File: src/rtl/rv16_pc_unit.sv
// Program-counter unit: owns the fetch PC, issues fetch requests over a
// valid/ready handshake, applies redirects from execute and predicts returns
// from a small circular return-address stack.
//
// Ports:
//   i_clk, i_rst         clock (rising edge), asynchronous active-high reset
//   o_fetch_valid        fetch request valid (1 from the first edge after reset)
//   o_fetch_addr         fetch address, always the current PC
//   i_fetch_ready        fetch side accepts the request
//   i_redir_*            redirect request: type, PC of redirecting instruction
//   i_rs1_data           rs1 operand for JALR / RET fallback
//   i_immediate          sign-extended offset
//   i_branch_taken       branch outcome (BRANCH only)
//   i_call               push link address onto the RAS (JAL/JALR/RET)
//   i_trap_vector        trap handler address
//   o_misalign           one-cycle pulse when a misaligned target is trapped
//   o_misalign_addr      offending target, held until the next misalign
//   o_ras_hit            one-cycle pulse when a RET is served from the RAS
//   o_ras_count          number of valid RAS entries
module rv16_pc_unit #(
    parameter int unsigned      XLEN         = 32,
    parameter logic [XLEN-1:0]  RESET_VECTOR = '0,
    parameter bit               C_EXT        = 1'b0,
    parameter int unsigned      RAS_DEPTH    = 4,
    localparam int unsigned     PtrW         = $clog2(RAS_DEPTH),
    localparam int unsigned     CntW         = PtrW + 1
) (
    input  logic            i_clk,
    input  logic            i_rst,
    output logic            o_fetch_valid,
    output logic [XLEN-1:0] o_fetch_addr,
    input  logic            i_fetch_ready,
    input  logic            i_redir_valid,
    input  logic [2:0]      i_redir_type,
    input  logic [XLEN-1:0] i_redir_pc,
    input  logic [XLEN-1:0] i_rs1_data,
    input  logic [XLEN-1:0] i_immediate,
    input  logic            i_branch_taken,
    input  logic            i_call,
    input  logic [XLEN-1:0] i_trap_vector,
    output logic            o_misalign,
    output logic [XLEN-1:0] o_misalign_addr,
    output logic            o_ras_hit,
    output logic [CntW-1:0] o_ras_count
);

    typedef enum logic [2:0] {
        RedirBranch = 3'b000,
        RedirJal    = 3'b001,
        RedirJalr   = 3'b010,
        RedirRet    = 3'b011,
        RedirTrap   = 3'b100
    } redir_e;

    localparam logic [XLEN-1:0] AlignMask = C_EXT ? XLEN'(1) : XLEN'(3);
    localparam logic [XLEN-1:0] InstrStep = XLEN'(4);
    localparam logic [CntW-1:0] CntFull   = CntW'(RAS_DEPTH);

    logic [XLEN-1:0] pc_q, pc_d;
    logic            valid_q;
    logic            misalign_q, misalign_d;
    logic [XLEN-1:0] misalign_addr_q, misalign_addr_d;
    logic            ras_hit_q, ras_hit_d;
    logic [PtrW-1:0] top_q, top_d;
    logic [CntW-1:0] cnt_q, cnt_d;
    logic [XLEN-1:0] ras_q [RAS_DEPTH];

    logic            is_redir;
    logic            check_align;
    logic            push;
    logic            pop;
    logic            ras_we;
    logic [PtrW-1:0] ras_widx;
    logic [XLEN-1:0] target;
    logic [XLEN-1:0] link_addr;
    logic [XLEN-1:0] jalr_target;
    logic [XLEN-1:0] trap_aligned;

    assign link_addr    = i_redir_pc + InstrStep;
    assign jalr_target  = (i_rs1_data + i_immediate) & ~XLEN'(1);
    assign trap_aligned = i_trap_vector & ~AlignMask;

    // Target decode.
    always_comb begin
        is_redir    = 1'b0;
        check_align = 1'b1;
        push        = 1'b0;
        pop         = 1'b0;
        ras_hit_d   = 1'b0;
        target      = '0;
        if (i_redir_valid) begin
            case (i_redir_type)
                RedirBranch: begin
                    is_redir = 1'b1;
                    target   = i_branch_taken ? (i_redir_pc + i_immediate) : link_addr;
                end
                RedirJal: begin
                    is_redir = 1'b1;
                    target   = i_redir_pc + i_immediate;
                    push     = i_call;
                end
                RedirJalr: begin
                    is_redir = 1'b1;
                    target   = jalr_target;
                    push     = i_call;
                end
                RedirRet: begin
                    is_redir = 1'b1;
                    push     = i_call;
                    if (cnt_q != '0) begin
                        target    = ras_q[top_q];
                        pop       = 1'b1;
                        ras_hit_d = 1'b1;
                    end else begin
                        target = jalr_target;
                    end
                end
                RedirTrap: begin
                    is_redir    = 1'b1;
                    target      = trap_aligned;
                    check_align = 1'b0;
                end
                default: ;
            endcase
        end
    end

    // PC next-state and misalign trapping.
    always_comb begin
        pc_d            = pc_q;
        misalign_d      = 1'b0;
        misalign_addr_d = misalign_addr_q;
        if (is_redir) begin
            if (check_align && ((target & AlignMask) != '0)) begin
                pc_d            = trap_aligned;
                misalign_d      = 1'b1;
                misalign_addr_d = target;
            end else begin
                pc_d = target;
            end
        end else if (valid_q && i_fetch_ready) begin
            pc_d = pc_q + InstrStep;
        end
    end

    // RAS pointer/count update. Pop+push rewrites the current top in place.
    always_comb begin
        top_d    = top_q;
        cnt_d    = cnt_q;
        ras_we   = 1'b0;
        ras_widx = top_q;
        if (pop && push) begin
            ras_we   = 1'b1;
            ras_widx = top_q;
        end else if (pop) begin
            top_d = top_q - PtrW'(1);
            cnt_d = cnt_q - CntW'(1);
        end else if (push) begin
            // When full the pointer simply advances onto the oldest entry.
            ras_we   = 1'b1;
            ras_widx = top_q + PtrW'(1);
            top_d    = top_q + PtrW'(1);
            cnt_d    = (cnt_q == CntFull) ? cnt_q : cnt_q + CntW'(1);
        end
    end

    always_ff @(posedge i_clk or posedge i_rst) begin
        if (i_rst) begin
            pc_q            <= RESET_VECTOR;
            valid_q         <= 1'b0;
            misalign_q      <= 1'b0;
            misalign_addr_q <= '0;
            ras_hit_q       <= 1'b0;
            top_q           <= '0;
            cnt_q           <= '0;
        end else begin
            pc_q            <= pc_d;
            valid_q         <= 1'b1;
            misalign_q      <= misalign_d;
            misalign_addr_q <= misalign_addr_d;
            ras_hit_q       <= ras_hit_d;
            top_q           <= top_d;
            cnt_q           <= cnt_d;
        end
    end

    always_ff @(posedge i_clk or posedge i_rst) begin
        if (i_rst) begin
            for (int i = 0; i < int'(RAS_DEPTH); i++) begin
                ras_q[i] <= '0;
            end
        end else if (ras_we) begin
            ras_q[ras_widx] <= link_addr;
        end
    end

    assign o_fetch_valid   = valid_q;
    assign o_fetch_addr    = pc_q;
    assign o_misalign      = misalign_q;
    assign o_misalign_addr = misalign_addr_q;
    assign o_ras_hit       = ras_hit_q;
    assign o_ras_count     = cnt_q;

endmodule
File: config.mk
export PLATFORM = sky130hd
export DESIGN_NAME = rv16_pc_unit
export DESIGN_NICKNAME = d
export VERILOG_FILES = /design/src/rtl/rv16_pc_unit.sv
export SDC_FILE = /design/constraint.sdc
export NUM_CORES = 1
export LEC_CHECK = 0
export ABC_AREA = 1
export CORE_AREA = 2 2 167 169
export CTS_CLUSTER_SIZE = 12
export DETAILED_ROUTE_END_ITERATION = 10
export DIE_AREA = 0 0 169 171
export PLACE_DENSITY = 0.81
export SLEW_MARGIN = 20
export SYNTH_ARGS = -nofsm -noshare
export SYNTH_HDL_FRONTEND = slang
export SYNTH_SLANG_ARGS = --single-unit
export TNS_END_PERCENT = 30
File: constraint.sdc
create_clock -name i_clk -period 9.6 [get_ports i_clk]
set_input_delay 1.92 -clock i_clk [delete_from_list [all_inputs] [get_ports i_clk]]
set_output_delay 1.92 -clock i_clk [all_outputs]
set_load 0.01 [all_outputs]
Word level (Yosys, flattened, before mapping)
Cells that the tools add are included.
{ "totals": {"wordCells": 78, "inputBits": 137, "out_inout_bits": 70, "register_bits": 200} }
{ "op_classes": {"n_eq_ne": 6, "n_reduce_logical": 13, "bitwise": 3, "n_lt_le_gt_ge": 3, "muxes": 34, "n_addsub": 8} }
{ "op_table": {"columns": ["operator", "n"], "rows": [
  ["$mux 32", 9],
  ["$pmux 32 s5", 1],
  ["$bwmux 128", 1],
  ["$add 32x3->32 const B", 2],
  ["$add 32x32->32", 2],
  ["$bmux 32 s2", 1],
  ["$demux 32 s2", 1],
  ["$reduce_bool 32->1", 1],
  ["$mux 1", 14],
  ["$mux 3", 3],
  ["$mux 2", 4],
  ["$eq 3x2->1 const B", 2],
  ["$eq 3x3->1 const B", 2],
  ["$ge 3x3->1 const B", 2],
  ["$not 2->3", 2],
  ["$reduce_or 5->1", 1],
  ["$logic_and 1x1->1", 4],
  ["$reduce_bool 2->1", 2],
  ["$add 3x1->3 const B", 1],
  ["$eq 3x1->1 const B", 1],
  ["$logic_not 3->1", 1],
  ["$lt 3x1->1 const B", 1],
  ["$reduce_and 3->1", 1],
  ["$reduce_bool 3->1", 1],
  ["other kinds (7)", 7]
]} }

Logic depth before layout (Yosys ltp)
Gate-level depths: netlist of the first run.
{ "logic_depth": {"ltp_word": 13, "ltp_mapped": 18, "mapped_depth_nobuf": 18} }

Least setup slack after synthesis of the first run
No wires, ideal clock.
{ "synth_timing": {"path_kind": "input port to flip-flop", "startpoint": "in i_redir_pc[0]", "endpoint": "reg pc_q[14] (netlist: o_fetch_addr[14])", "n_path_buf": 0, "setup_slack_ns": 5.786, "required_time_ns": 9.474, "arrival_time_ns": 3.688, "setup_ns": 0.126, "path_stages": 13, "cell_sequence": "ha_1 -> inv_1 -> fa_1 -> inv_1 -> nand2_1 -> o21ai_1 -> a21boi_0 -> o21ai_1 -> a21oi_1 -> o21ai_0 -> nand3_1 -> o21ai_0 -> a21oi_1"} }
{ "synth_between": {"elab_chain_len": 8, "elab_cells_between_ends": 9, "cone_classes": "add/sub: 2; mux: 5; reduce/logical: 2"} }
{ "synth_lines": {"columns": ["item", "line", "source"], "rows": [
  ["from (decl)", "35", "input logic [XLEN-1:0] i_redir_pc,"],
  ["$add 32x3->32 / $add 32x32->32 (equally long branches)", "79, 95, 99", null],
  ["$mux 32", "95", "target = i_branch_taken ? (i_redir_pc + i_immediate) : link_addr;"],
  ["$pmux 32 s5 *", "92", "case (i_redir_type)"],
  ["$mux 32 *", "91", "if (i_redir_valid) begin"],
  ["$reduce_bool 32->1", "134", "if (check_align && ((target & AlignMask) != '0)) begin"],
  ["$logic_and 1x1->1", "134", null],
  ["$mux 32 *", "134", null],
  ["$mux 32 *", "133", "if (is_redir) begin"],
  ["to (signal assigned)", "177", "pc_q <= pc_d;"],
  ["to (decl)", "59", "logic [XLEN-1:0] pc_q, pc_d;"]
]} }
Mark *: on every way between the ends. The rest lies on a longest branch, timed or not.
A chain may end at the register's enable or synchronous reset.

Worst setup path in the final report of the first run
{ "layout_timing": {"startpoint": "in i_redir_type[1]", "endpoint": "reg pc_q[22] (netlist: o_fetch_addr[22])"} }
{ "layout_between": {"elab_chain_len": 7, "elab_cells_between_ends": 17, "cone_classes": "eq/ne: 4; mux: 8; reduce/logical: 5"} }
{ "layout_lines": {"columns": ["item", "line", "source"], "rows": [
  ["from (decl)", "34", "input logic [2:0] i_redir_type,"],
  ["$eq 3x3->1, or another cell as far along", "92", null],
  ["$pmux 32 s5", "92", null],
  ["$mux 32", "91", null],
  ["$reduce_bool 32->1", "134", null],
  ["$logic_and 1x1->1", "134", null],
  ["$mux 32", "134", null],
  ["$mux 32", "133", null]
]} }
Several ways; a longest one is shown, not always the timed one.

==> results of run 1 <==
## cell usage after synthesis (4+ instances only)
| cell | n | area, µm² |
|---|---|---|
| o21ai_1 | 67 | 335 |
| mux2_1 | 4 | 45.0 |
| dfrtp_1 | 200 | 5000 |
| clkbuf_1 | 30 | 113 |
| a32oi_1 | 19 | 166 |
| ha_1 | 63 | 788 |
| inv_2 | 12 | 45.0 |
| nor2_2 | 4 | 25.0 |
| a21oi_1 | 205 | 1030 |
| a31oi_1 | 12 | 75.1 |
| or2_2 | 13 | 81.3 |
| o211ai_1 | 5 | 37.5 |
| a221oi_1 | 7 | 61.3 |
| buf_2 | 34 | 170 |
| a41oi_1 | 7 | 61.3 |
| clkinv_1 | 4 | 15.0 |
| nor4_1 | 7 | 43.8 |
| o21ai_0 | 178 | 891 |
| nor3_1 | 30 | 150 |
| buf_4 | 7 | 52.6 |
| nand3b_1 | 17 | 128 |
| xor2_1 | 25 | 219 |
| o21bai_1 | 11 | 82.6 |
| a21oi_2 | 6 | 52.6 |
| nand2_1 | 630 | 2360 |
| nor2_1 | 261 | 980 |
| nand4_1 | 33 | 206 |
| inv_1 | 262 | 983 |
| buf_1 | 6 | 22.5 |
| nand3_1 | 113 | 566 |
## kinds of logic after synthesis
kind of cell               count (synthesis)
DFF                                      200
adders and majority gates                 66
xor gates and xnor gates                  28
buffers and inverters                    355
AOI/OAI and AO/OA                        537
muxes                                      7
other                                      1
and+or+nand+nor                         1124
## layer usage
metal / vias up / share of wire / wire length, µm
met5: - / 0 / 0
met1: 7879 / 0.39 / 23200
met4: 0 / 0.068 / 4040
li1: 7942 / - / -
met2: 1048 / 0.44 / 26500
met3: 185 / 0.099 / 5910
## area by class of cell
cell class / instances / area share
clock buffer: 17 / 0.0235
clock inverter: 15 / 0.0116
inverter: 278 / 0.0585
multi-input combinational: 1763 / 0.488
sequential: 200 / 0.277
tap: 346 / 0.0240
timing repair buffer: 214 / 0.117
## per-stage QoR
stage	hold WS, ps	utilization	setup WS (ps)
2_1_floorplan	442	-	2230
3_3_place_gp	454	0.638	3880
3_5_place_dp	459	0.638	3870
4_1_cts	478	0.661	4310
5_1_grt	497	0.661	3990
6_report	478	0.661	4110
## worst min-delay path by stage
| stage | start | cells after the start | to | slack (ps) |
|---|---|---|---|---|
| final | ras_q[81] | 2 | ras_q[81] | 480 |
| after global routing | ras_q[81] | 2 | ras_q[81] | 500 |
| after CTS | ras_q[4] | 2 | ras_q[4] | 480 |
| after detailed placement | ras_q[81] | 2 | ras_q[81] | 460 |
| after global placement | ras_q[12] | 2 | ras_q[12] | 450 |
| after floorplan | ras_q[11] | 2 | ras_q[11] | 440 |
## report_power, final
group | switching, mW | leakage (nW) | internal [mW]
clock network | 0.350 | 0.310 | 0.443
logic | 1.08 | 5.85 | 0.677
registers | 0.230 | 2.40 | 1.22
total | 1.66 | 8.56 | 2.34
## critical path: cells and delay by family
kind | cells | cell delay [ps]
and+or+nand+nor | 9 | 1930
buffers and inverters | 5 | 1780
AOI/OAI and AO/OA | 1 | 120
## registers in the layout, summed over array words and instances (netlist names)
signal / count
o_misalign_addr: 32
top_q: 2
o_fetch_addr: 32
o_ras_count: 3
o_misalign: 1
o_ras_hit: 1
o_fetch_valid: 1
ras_q: 128
==> metrics.txt, run 1 <==
# TYPE chip_impl_metric gauge
chip_impl_info{name="status",value="finished, final reports clean"} 1
chip_impl_metric{name="dp_hpwl",unit="µm"} 46100
chip_impl_info{name="worstReg2RegEnd",value="o_fetch_addr[22]"} 1
chip_impl_metric{name="route.vias.total",unit=""} 17100
chip_impl_metric{name="final_design_area_no_fill",unit="µm²"} 18100
chip_impl_metric{name="arrival",unit="ps"} 5860
chip_impl_metric{name="ys.warnings.count",unit=""} 0
chip_impl_metric{name="detailedRoute.firstIterationViolations",unit=""} 2201
chip_impl_metric{name="timing.reg2reg.setup_slack",unit="ps"} 5620
chip_impl_metric{name="area.sequential",unit="µm²"} 5010
chip_impl_metric{name="fin_crit_sh",unit=""} 0.572
chip_impl_info{name="critical_path.cell_chain",value="clkdlybuf4s50_1 > inv_1 > nor3_1 > nor2_1 > nor2_1 > nor2_1 > nand2_1 > nand2_1 > nand2_2 > buf_4 > inv_2 > buf_4 > nand4_1 > nand2_1 > a21oi_1"} 1
chip_impl_metric{name="io_pins",unit=""} 207
chip_impl_metric{name="yosys.cell_types.count",unit=""} 57
chip_impl_metric{name="post_synth_and_or_nand_nor_area_fraction",unit=""} 0.308
chip_impl_metric{name="grt_pass1_vias",unit=""} 15800
chip_impl_metric{name="fin_worst_skew",unit="ps"} 12.9
chip_impl_metric{name="final_cells",unit=""} 2833
chip_impl_metric{name="cts_htree_levels",unit=""} 4
chip_impl_metric{name="fp.coreArea",unit="µm²"} 27300
chip_impl_metric{name="dpl-instance-area",unit="µm²"} 17400
chip_impl_metric{name="num-fill-cells",unit=""} 2458
chip_impl_info{name="tritoncts",value="built"} 1
chip_impl_metric{name="seq_area_frac_synth",unit=""} 0.329
chip_impl_metric{name="path_max_fanout",unit=""} 63
chip_impl_info{name="timing.critical_path.to",value="o_fetch_addr[22]"} 1
chip_impl_info{name="final_cell_mix",value="nand2_1 (630), inv_1 (261), nor2_1 (261), a21oi_1 (205), clkdlybuf4s50_1 (204)"} 1
chip_impl_info{name="min_path_type",value="reg2reg"} 1
chip_impl_metric{name="max_stage_delay",unit="ps"} 610
chip_impl_metric{name="use_met2",unit=""} 0.651
chip_impl_metric{name="yosys.area_share.adder",unit=""} 0.0557
chip_impl_metric{name="grt_remaining_overflow",unit=""} 0
chip_impl_metric{name="hold_violations",unit=""} 0
chip_impl_info{name="setup_repair_after_global_routing_missed_its_margin",value="no"} 1
chip_impl_info{name="cts-root-buf",value="clkbuf_16"} 1
chip_impl_metric{name="synth_compound_gate_area_share",unit=""} 0.193
chip_impl_metric{name="yosys.area_share.xor_xnor",unit=""} 0.0166
chip_impl_metric{name="powerDensity",unit="nW/µm²"} 221
chip_impl_metric{name="cp.required",unit="ps"} 9980
chip_impl_metric{name="synth.ff_latch_count",unit=""} 200
chip_impl_info{name="synth_top_family_by_area",value="simple AND/OR/NAND/NOR gates"} 1
chip_impl_metric{name="die_area",unit="µm²"} 28900
chip_impl_metric{name="timing.setup.tns",unit="ps"} 0
chip_impl_metric{name="fmaxAchievable",unit="MHz"} 182
chip_impl_metric{name="synth_mux_area_frac",unit=""} 0.00518
chip_impl_metric{name="report.final.setup_viol",unit=""} 0
chip_impl_metric{name="post_cts_hold_buffer_count",unit=""} 0
chip_impl_metric{name="drc_errors",unit=""} 0
chip_impl_metric{name="clock_sinks",unit=""} 200
chip_impl_metric{name="fin_crit",unit="ps"} 5490
chip_impl_metric{name="dieWidth",unit="µm"} 169
chip_impl_metric{name="clock_transition_at_path_regs",unit="ps"} 80
chip_impl_metric{name="routed_wirelength",unit="µm"} 59700
chip_impl_metric{name="report.final.slew_viol_count",unit=""} 0
chip_impl_metric{name="syn-mean-instance-area",unit="µm²"} 6.57
chip_impl_metric{name="port-buffer-count",unit=""} 204
chip_impl_metric{name="drt-wirelength-per-cell",unit="µm"} 21.1
chip_impl_metric{name="cts_inserted_buffers",unit=""} 17
chip_impl_info{name="timing.critical_path.to_type",value="register"} 1
chip_impl_info{name="synthFlopType",value="dfrtp_1"} 1
chip_impl_metric{name="p_leak",unit="nW"} 8.56
chip_impl_info{name="crit_start",value="i_redir_type[1]"} 1
chip_impl_metric{name="peakVddDrop",unit="V"} 0.000144
chip_impl_metric{name="grt_use_met1",unit=""} 0.534
chip_impl_metric{name="dpl.cell_count",unit=""} 2801
chip_impl_metric{name="asyncSetResetFlopFracSynth",unit=""} 1.00
chip_impl_metric{name="dr.pass1.iters",unit=""} 6
chip_impl_metric{name="design_power_total",unit="mW"} 4.00
chip_impl_metric{name="grt_usage",unit=""} 0.411
chip_impl_metric{name="synth-edff-count",unit=""} 0
chip_impl_info{name="global_route.peak_usage_layer",value="met2"} 1
chip_impl_metric{name="max_cap_violations",unit=""} 0
chip_impl_metric{name="timing.reg2reg.worst_path_depth",unit=""} 15
chip_impl_metric{name="syn_area",unit="µm²"} 15200
chip_impl_metric{name="placementRows",unit=""} 61
chip_impl_metric{name="multiInputGateArea",unit="µm²"} 8820
chip_impl_metric{name="place.gp.congestion",unit=""} 1.10
chip_impl_metric{name="dieHeight",unit="µm"} 171
chip_impl_info{name="final_common_cell",value="nand2_1"} 1
chip_impl_metric{name="post_synthesis_net_count",unit=""} 2521
chip_impl_metric{name="cts_buffer_depth",unit=""} 2
chip_impl_info{name="start_kind",value="primary input"} 1
chip_impl_metric{name="final_antenna_net_count",unit=""} 0
chip_impl_metric{name="final_net_count",unit=""} 2677
chip_impl_info{name="worst_path_max_delay_cell",value="nor3_1"} 1
chip_impl_metric{name="ctsResizeCount",unit=""} 0
chip_impl_info{name="critPathKind",value="in2reg"} 1
chip_impl_metric{name="antenna-diode-count",unit=""} 0
chip_impl_metric{name="start_util",unit=""} 0.557
chip_impl_metric{name="grt_start_max_net_pins",unit=""} 150
chip_impl_metric{name="share_of_final_layout_standard_cells_stronger_than_drive_strength_1",unit=""} 0.0374
chip_impl_metric{name="syn2layout_area_growth",unit="%"} 18.7
chip_impl_metric{name="syn_inst_count",unit=""} 2318
chip_impl_metric{name="postCtsSetupRepairBufs",unit=""} 0
chip_impl_metric{name="max_slew_margin",unit=""} 0.332
chip_impl_info{name="regToRegStartpoint",value="o_ras_count[1]"} 1
chip_impl_metric{name="avgViaCountPerCell",unit=""} 6.02
chip_impl_metric{name="worst_slew_pin_tran",unit="ps"} 1000
chip_impl_metric{name="antenna_found_initial",unit=""} 0
chip_impl_metric{name="grtUsageMet3",unit=""} 0.0625
chip_impl_metric{name="grt_first_pass_wirelength",unit="µm"} 89300
chip_impl_metric{name="clk-insertion-delay-late",unit="ps"} 450
(Power assumes the default switching activity.)
==> run 2, diff against run 1 <==
- clock period: 9.6 -> 5.3 ns (I/O delays scaled with it)
==> run 2 against run 1 <==
Net effect: first-iteration DRC count increased by 5.9%; via count increased by 1.5%; sequential power rose by 81%; combinational power is 84% higher; highest routed layer is now met5.
==> metrics.txt, run 2 (synthesis results as in run 1) <==
# TYPE chip_impl_metric gauge
chip_impl_metric{name="num-fill-cells",unit=""} 2413
chip_impl_metric{name="post_cts_hold_buffer_count",unit=""} 0
chip_impl_metric{name="route.vias.total",unit=""} 17300
chip_impl_metric{name="fin_crit_sh",unit=""} 0.769
chip_impl_metric{name="detailedRoute.firstIterationViolations",unit=""} 2330
chip_impl_metric{name="final_antenna_net_count",unit=""} 0
chip_impl_info{name="final_cell_mix",value="nand2_1 (630), inv_1 (261), nor2_1 (261), a21oi_1 (205), clkdlybuf4s50_1 (204)"} 1
chip_impl_metric{name="cp_num_cells",unit=""} 15
chip_impl_info{name="critical_path.cell_chain",value="clkdlybuf4s50_1 > inv_1 > fa_1 > inv_1 > nand2_1 > o21ai_1 > a21boi_0 > o21ai_1 > nand2_1 > nand2_1 > nand2_1 > nand3_1 > nand4_1 > nand2_1 > a21oi_1"} 1
chip_impl_metric{name="grt_remaining_overflow",unit=""} 0
chip_impl_metric{name="path_max_fanout",unit=""} 5
chip_impl_metric{name="timing.setup.tns",unit="ps"} 0
chip_impl_metric{name="report.final.setup_viol",unit=""} 0
chip_impl_metric{name="placementRows",unit=""} 61
chip_impl_metric{name="die_area",unit="µm²"} 28900
chip_impl_metric{name="fmaxAchievable",unit="MHz"} 245
chip_impl_metric{name="ctsResizeCount",unit=""} 0
chip_impl_metric{name="drc_errors",unit=""} 0
chip_impl_info{name="worst_path_max_delay_cell",value="clkdlybuf4s50_1"} 1
chip_impl_info{name="cell_mode_on_critical_path",value="nand2_1"} 1
chip_impl_metric{name="area.sequential",unit="µm²"} 5010
chip_impl_metric{name="report.final.slew_viol_count",unit=""} 0
chip_impl_metric{name="dr.pass1.iters",unit=""} 7
chip_impl_info{name="path_delay_family",value="compound AO/OA/AOI/OAI gates"} 1
chip_impl_metric{name="io_pins",unit=""} 207
chip_impl_info{name="setup_repair_after_global_routing_missed_its_margin",value="no"} 1
chip_impl_info{name="cts-root-buf",value="clkbuf_16"} 1
chip_impl_metric{name="cp.required",unit="ps"} 5640
chip_impl_info{name="start_kind",value="primary input"} 1
chip_impl_metric{name="clock_transition_at_path_regs",unit="ps"} 80
chip_impl_info{name="tritoncts",value="built"} 1
chip_impl_metric{name="cts_htree_levels",unit=""} 4
chip_impl_metric{name="max_stage_delay",unit="ps"} 620
chip_impl_info{name="regToRegStartpoint",value="o_ras_count[0]"} 1
chip_impl_info{name="critPathKind",value="in2reg"} 1
chip_impl_metric{name="peakVddDrop",unit="V"} 0.000363
chip_impl_metric{name="start_util",unit=""} 0.557
chip_impl_metric{name="routed_wirelength",unit="µm"} 60800
chip_impl_metric{name="fp.coreArea",unit="µm²"} 27300
chip_impl_info{name="min_path_type",value="reg2reg"} 1
chip_impl_info{name="largest-register",value="ras_q"} 1
chip_impl_metric{name="cts_inserted_buffers",unit=""} 17
chip_impl_metric{name="multiInputGateArea",unit="µm²"} 8820
chip_impl_info{name="timing.critical_path.to_type",value="register"} 1
chip_impl_metric{name="final_net_count",unit=""} 2686
chip_impl_metric{name="design_power_total",unit="mW"} 7.20
chip_impl_info{name="status",value="finished, final reports clean"} 1
chip_impl_metric{name="share_of_final_layout_standard_cells_stronger_than_drive_strength_1",unit=""} 0.0409
chip_impl_metric{name="postCtsSetupRepairBufs",unit=""} 0
chip_impl_metric{name="timing.critical_path.buf_inv",unit=""} 3
chip_impl_metric{name="fin_crit",unit="ps"} 4070
chip_impl_metric{name="fin_worst_skew",unit="ps"} 19.5
chip_impl_metric{name="powerDensity",unit="nW/µm²"} 397
chip_impl_metric{name="clock_sinks",unit=""} 200
chip_impl_metric{name="p_leak",unit="nW"} 8.59
chip_impl_metric{name="grt_pass1_vias",unit=""} 16300
chip_impl_metric{name="grt_start_max_net_pins",unit=""} 98
chip_impl_metric{name="cts_buffer_depth",unit=""} 2
chip_impl_metric{name="dieWidth",unit="µm"} 169
chip_impl_metric{name="drt-wirelength-per-cell",unit="µm"} 21.4
chip_impl_info{name="final_common_cell",value="nand2_1"} 1
chip_impl_metric{name="max_slew_margin",unit=""} 0.338
chip_impl_metric{name="timing.reg2reg.worst_path_depth",unit=""} 12
chip_impl_info{name="timing.critical_path.to",value="o_fetch_addr[22]"} 1
chip_impl_metric{name="dp_hpwl",unit="µm"} 47400
chip_impl_metric{name="antenna_found_initial",unit=""} 2
chip_impl_metric{name="grt_usage",unit=""} 0.418
chip_impl_metric{name="hold_violations",unit=""} 0
chip_impl_metric{name="arrival",unit="ps"} 4420
chip_impl_metric{name="syn2layout_area_growth",unit="%"} 19.2
chip_impl_metric{name="dieHeight",unit="µm"} 171
chip_impl_metric{name="grt_first_pass_wirelength",unit="µm"} 91200
chip_impl_metric{name="place.gp.congestion",unit=""} 1.04
chip_impl_info{name="hold_start",value="ras_q[88]"} 1
chip_impl_metric{name="timing.reg2reg.setup_slack",unit="ps"} 1810
chip_impl_info{name="crit_start",value="i_redir_pc[1]"} 1
chip_impl_info{name="worstReg2RegEnd",value="o_fetch_addr[22]"} 1
chip_impl_metric{name="max_cap_violations",unit=""} 0
chip_impl_metric{name="worst_slew_pin_tran",unit="ps"} 992
chip_impl_metric{name="flip_flop_count_of_the_largest_register_after_layout",unit=""} 128
chip_impl_metric{name="avgViaCountPerCell",unit=""} 6.09
chip_impl_metric{name="clk-insertion-delay-late",unit="ps"} 460
chip_impl_metric{name="port-buffer-count",unit=""} 204
## run 2: worst min-delay path by stage
| stage | to | depth (start not counted) |
|---|---|---|
| 2_1_floorplan | ras_q[11] | 2 |
| 3_3_place_gp | ras_q[14] | 2 |
| 3_5_place_dp | ras_q[79] | 2 |
| 4_1_cts | ras_q[88] | 2 |
| 5_1_grt | ras_q[79] | 2 |
| 6_report | ras_q[88] | 2 |
## run 2: routing by layer
metal / global-route usage / vias to the layer above / wire, µm / share of wire
li1: - / 7974 / - / -
met1: 0.530 / 7960 / 23000 / 0.38
met2: 0.672 / 1159 / 27200 / 0.45
met3: 0.0689 / 213 / 6260 / 0.10
met4: 0.256 / 2 / 4320 / 0.071
met5: 0 / - / 14 / 0.00023
## run 2: cell type report
class                      count  area share
multi-input combinational   1763       0.486
sequential                   200       0.276
timing repair buffer         223       0.123
inverter                     278      0.0578
tap                          346      0.0239
clock buffer                  17      0.0235
clock inverter                15     0.00994
antenna                        1    0.000138
## run 2: power breakdown
| group | leakage (nW) | switching, mW | total (mW) | internal [mW] |
|---|---|---|---|---|
| Clock | 0.293 | 0.714 | 1.35 | 0.638 |
| Sequential | 2.40 | 0.418 | 2.62 | 2.20 |
| Combinational | 5.90 | 2.00 | 3.23 | 1.23 |
| Total | 8.59 | 3.13 | 7.20 | 4.07 |
## run 2: worst reg2reg max path: cells and delay by family, from the launching register on
| kind | cells | cell delay, ps |
|---|---|---|
| compound gates | 2 | 180 |
| flops | 1 | 410 |
| buf+inv | 3 | 1090 |
| simple gates | 7 | 1690 |
## run 2: through the flow
stage          hold WS (ps)  worst slack, ps  instance area, µm²  utilization  std cells
2_1_floorplan           442             1650               15200            -       2318
6_report                480             1230               18100        0.664       2843
3_3_place_gp            453             1030               17500        0.641       2810
4_1_cts                 483             1400               18100        0.664       2842
5_1_grt                 500             1080               18100        0.664       2842
3_5_place_dp            463              938               17500        0.641       2810
